===== config.mk =====
export PLATFORM = sky130hd
export DESIGN_NAME = pipe_ctrl
export DESIGN_NICKNAME = d
export VERILOG_FILES = /design/src/rtl/pipe_ctrl.sv
export SDC_FILE = /design/constraint.sdc
export NUM_CORES = 1
export LEC_CHECK = 0
export ABC_CLOCK_PERIOD_IN_PS = 1200
export BUFFER_PORTS_ARGS = -buffer_cell sky130_fd_sc_hd__buf_2
export CAP_MARGIN = 20
export CORE_MARGIN = 5
export CORE_UTILIZATION = 41
export DETAILED_ROUTE_END_ITERATION = 16
export GPL_TIMING_DRIVEN = 0
export MAX_ROUTING_LAYER = met4
export PLACE_DENSITY = 0.74
export REMOVE_ABC_BUFFERS = 1
export SETUP_SLACK_MARGIN = 0.3
export SLEW_MARGIN = 20
export SYNTH_ARGS = -nofsm -noshare
export SYNTH_HDL_FRONTEND = slang
export SYNTH_SLANG_ARGS = --single-unit

===== constraint.sdc =====
create_clock -name clk -period 1.2 [get_ports clk]
set_input_delay 0.24 -clock clk [delete_from_list [all_inputs] [get_ports clk]]
set_output_delay 0.24 -clock clk [all_outputs]
set_load 0.02 [all_outputs]

===== src/rtl/pipe_ctrl.sv =====
// Hazard and sequencing controller for a 5-stage RV32I pipeline: stall, flush and memory-wait control.
// Optional build macro PIPE_CTRL_PERF_EN adds saturating stall/flush performance counters.
module pipe_ctrl #(
    parameter int unsigned TIMEOUT = 255
) (
    input  logic        clk,
    input  logic        rst,
    input  logic [4:0]  id_rs1,
    input  logic [4:0]  id_rs2,
    input  logic        id_use_rs1,
    input  logic        id_use_rs2,
    input  logic [4:0]  ex_rd,
    input  logic        ex_mem_read,
    input  logic        ex_branch_taken,
    input  logic        mem_req,
    input  logic        mem_ready,
    output logic        pc_write,
    output logic        ifid_write,
    output logic        idex_write,
    output logic        exmem_write,
    output logic        memwb_write,
    output logic        ifid_hold,
    output logic        idex_hold,
    output logic        exmem_hold,
    output logic        load_stall,
    output logic        mem_err
`ifdef PIPE_CTRL_PERF_EN
    ,
    output logic [31:0] stall_cnt,
    output logic [31:0] flush_cnt
`endif
);

    typedef enum logic [1:0] {RUN, MEM_WAIT, ERR} state_t;

    localparam logic [7:0] TIMEOUT_CNT = 8'(TIMEOUT);

    state_t     state_reg, state_next;
    logic [7:0] wait_cnt_reg, wait_cnt_next;

    logic mem_stall;
    logic load_use;
    logic eval_run;
    logic freeze;
    logic flush;
    logic lu_stall;
    logic trapped;

    assign mem_stall = mem_req && !mem_ready;
    assign load_use  = ex_mem_read && (ex_rd != 5'd0) &&
                       ((id_use_rs1 && (id_rs1 == ex_rd)) ||
                        (id_use_rs2 && (id_rs2 == ex_rd)));

    always_ff @(posedge clk or posedge rst) begin
        if (rst) begin
            state_reg    <= RUN;
            wait_cnt_reg <= 8'd0;
        end else begin
            state_reg    <= state_next;
            wait_cnt_reg <= wait_cnt_next;
        end
    end

    // Select which action applies this cycle; the output decode below turns it into controls.
    always_comb begin
        state_next    = state_reg;
        wait_cnt_next = 8'd0;
        eval_run      = 1'b0;
        freeze        = 1'b0;
        flush         = 1'b0;
        lu_stall      = 1'b0;
        trapped       = 1'b0;

        unique case (state_reg)
            RUN: eval_run = 1'b1;
            MEM_WAIT: begin
                if (mem_ready) begin
                    eval_run   = 1'b1;
                    state_next = RUN;
                end else begin
                    freeze = 1'b1;
                    if (wait_cnt_reg == TIMEOUT_CNT)
                        state_next = ERR;
                    wait_cnt_next = (wait_cnt_reg == 8'hFF) ? wait_cnt_reg : wait_cnt_reg + 8'd1;
                end
            end
            ERR: trapped = 1'b1;
            default: state_next = RUN;
        endcase

        // The entering cycle is the first stalled cycle, so the counter starts at 1.
        if (eval_run) begin
            if (mem_stall) begin
                freeze        = 1'b1;
                state_next    = MEM_WAIT;
                wait_cnt_next = 8'd1;
            end else if (ex_branch_taken) begin
                flush = 1'b1;
            end else if (load_use) begin
                lu_stall = 1'b1;
            end
        end
    end

    always_comb begin
        pc_write    = !(freeze || lu_stall || trapped);
        ifid_write  = !(flush || trapped);
        idex_write  = !(flush || lu_stall || trapped);
        exmem_write = !trapped;
        memwb_write = !(freeze || trapped);
        ifid_hold   = freeze || lu_stall;
        idex_hold   = freeze;
        exmem_hold  = freeze;
        load_stall  = lu_stall;
        mem_err     = trapped;
        // Bubbles everywhere while reset is held.
        if (rst) begin
            pc_write    = 1'b0;
            ifid_write  = 1'b0;
            idex_write  = 1'b0;
            exmem_write = 1'b0;
            memwb_write = 1'b0;
            ifid_hold   = 1'b0;
            idex_hold   = 1'b0;
            exmem_hold  = 1'b0;
            load_stall  = 1'b0;
            mem_err     = 1'b0;
        end
    end

`ifdef PIPE_CTRL_PERF_EN
    always_ff @(posedge clk or posedge rst) begin
        if (rst) begin
            stall_cnt <= 32'd0;
            flush_cnt <= 32'd0;
        end else begin
            if (!pc_write && !trapped && (stall_cnt != 32'hFFFF_FFFF))
                stall_cnt <= stall_cnt + 32'd1;
            if (flush && (flush_cnt != 32'hFFFF_FFFF))
                flush_cnt <= flush_cnt + 32'd1;
        end
    end
`endif

endmodule


==> metrics.txt <==
LEAKAGE 0.5498 nW; largest net degree at the start of global routing 14; dpl cell area about 900 sq um; internal power 0.0006042 W; top area cells in the synthesized netlist dfrtp_1 35%, xnor2_1 12%, nor2_1 6.8%, xor2_1 4.9%, o21ai_0 3.5%; Pins Over Slew Limit 0; Post-synth EDFFs 0; # DRC 0; Max Cap Viol 0; total track usage 19.33%; row count 15; initial antenna violation count 0; CTS root buf clkbuf_4; total number of vias about 840; final setup vio count 20; Synth area leader dfrtp_1; Max Fclk about 550 MHz; remaining antenna violation count 0; share of synthesized flip-flops with an asynchronous set or reset 100.0%; clock tree sinks 10; Initial Util 42.20%; Overflow after GRT 0; worst hold slack -42.58 ps; Net Switching roughly 0.00027 W; synthesized area per cell 8.580 sq um; drt pass-1 iters 4; hold buffers post-CTS 0; # diodes 0; max FFs per register 8; DRT iter0 DRCs 9; H-tree depth 1; core area about 1700 sq um; RSZ-0062 raised after global routing yes; critical path type reg2out; status finished, violations left; CTS tree built; failing checks negative hold slack, negative setup slack; Final min period 1823 ps; via/cell ratio 5.296; synthesized area 720.7 sq um; most common cell after layout, fill and taps aside buf_2; Layout Area Growth over Synthesis 79.17%; share of total power in the clock network 27.2%; most used cell, CP and2_4; Worst setup EP type output port; Final #Nets 160; die height about 52 microns; layout cells sized above 1 65.67%; input/output buffers 32; Worst VDD drop 0.5864 mV; final hold vios 10; Switching Fraction 31.20%; Routability Congestion a little over 0.8; slowest cell on the critical path dfrtp_2; CP peak stage delay about 480 ps; Setup WS post-layout -623.1 ps; Top FF cell, synth dfrtp_1; Synth top area share 34.72%; Largest delay share family, worst path flip-flops; post-DP HPWL 1.391 mm; Worst Path Arrival 1580 ps; Tcrit/Tclk final 151.9%; flops & latches, synth 10; number of global-route vias before repair a little over 800; CP Cell Sequence nand2b_4 > and2_4 > and2_4 > a21boi_0 > buf_2; P per Cell Area 680.2 nW/um^2; measured slew at the worst slew-check pin ~340 ps; drt wl/cell between 15 and 20 microns; crit start category flip-flop; post-synth cell types 31; die area 2696 sq um; Req. time, crit path 960 ps; IO Count 33; Max Buffers Root-to-Sink 2; logic gate share of total power 31.9%; # fillers approximately 100; Sequential Power Share roughly two fifths; Worst-path clk slew ~70 ps; Die X-Extent roughly 52 microns; relative slew slack 77.14%; CP Max Fanout 7; Synth Warn # 0; cell count after placement 140; final instance area 1291 sq um; Synth Instances between 80 and 90; drt total wl ~2.8 mm; first-pass GRT wire length 3.657 mm; Buf/Inv on CP 1; Layout Skew 15.06 ps; worst min path class in2async; sequential fraction of the synthesis area approximately a third; Skew-Pair Late Insertion Delay 280 ps; Inserted Clock Buffers 3; most frequent cells in the layout 23 x buf_2, 13 x buf_4, 12 x buf_6; Layout Cells excl Fill 159
[synth_stat cells (2+ instances only)]
cell type,n
a21boi_0,2
a21oi_1,4
and2_1,2
and3_1,2
dfrtp_1,10
inv_1,2
nand2_1,6
nand2b_1,2
nand4_1,2
nor2_1,13
nor3_1,2
o2111ai_1,2
o21ai_0,5
xnor2_1,10
xor2_1,4
[cell families (layout without fill, tap and decap cells)]
family	Yosys count	after routing	share of synthesized area (%)
and+or+nand+nor	37	37	27.26
AOI/OAI and AO/OA	18	18	15.80
xor gates and xnor gates	14	14	17.01
DFF	10	10	34.72
buffers and inverters	3	53	2.084
adders and majority gates	1	1	1.736
muxes	1	1	1.389
[what timing repair did]
action	CTS	global route
hold endpoints to repair	0	10
pin swaps	8	9
buffers inserted	9	7
setup endpoints to repair	20	20
resized for setup	46	24
[through the flow]
stage	worst slack, ps	TNS [ps]	utilization (%)	hold slack [ps]	total power [W]
after floorplan	-791.5	-3427	-	98.57	0.0004569
after global placement	-455.6	-3441	52.97	293.4	0.0005318
after detailed placement	-456.3	-3629	52.97	295.1	0.0005346
after CTS	-527.4	-4621	67.55	12.17	0.0008211
after global routing	-705.5	-7577	75.60	-29.11	0.0009237
final	-623.1	-6275	75.60	-42.58	0.0008783
[final timing paths]
kind | from | cells after the start | slack, ps | endpoint
max in group asynchronous | rst | 2 | 1010 | wait_cnt_reg[5]
hold / removal | rst | 2 | -40 | wait_cnt_reg[0]
setup reg to reg | wait_cnt_reg[0] | 5 | -250 | wait_cnt_reg[6]
hold reg to reg | wait_cnt_reg[6] | 2 | 620 | wait_cnt_reg[6]
setup / recovery | state_reg[0] | 5 | -620 | pc_write
min in group clk | mem_req | 3 | 270 | wait_cnt_reg[0]
[area by class of cell]
class	count	area [sq um]	share of cell area (%)
Multi-Input combinational cell	71	621.8	48.16
Sequential cell	10	256.5	19.86
Inverter	2	11.26	0.8721
Timing Repair Buffer	48	347.8	26.94
Clock buffer	3	22.52	1.744
Tap cell	25	31.28	2.422
[per-layer routing]
metal | global-route usage, % | routed length [microns]
met5 | - | 0
met4 | 9.607 | 113
met1 | 19.72 | 1041
met3 | 5.444 | 174
met2 | 33.68 | 1444
[power by group through the flow]
stage | registers (W) | logic (W) | clock network, W
after detailed placement | 0.000358 | 0.000177 | 0
after global routing | 0.000360 | 0.000302 | 0.000262
final | 0.000359 | 0.000281 | 0.000239
after floorplan | 0.000356 | 0.000101 | 0
after global placement | 0.000357 | 0.000175 | 0
after CTS | 0.000354 | 0.000227 | 0.000240
No activity file was read; power rests on OpenSTA's default activity.
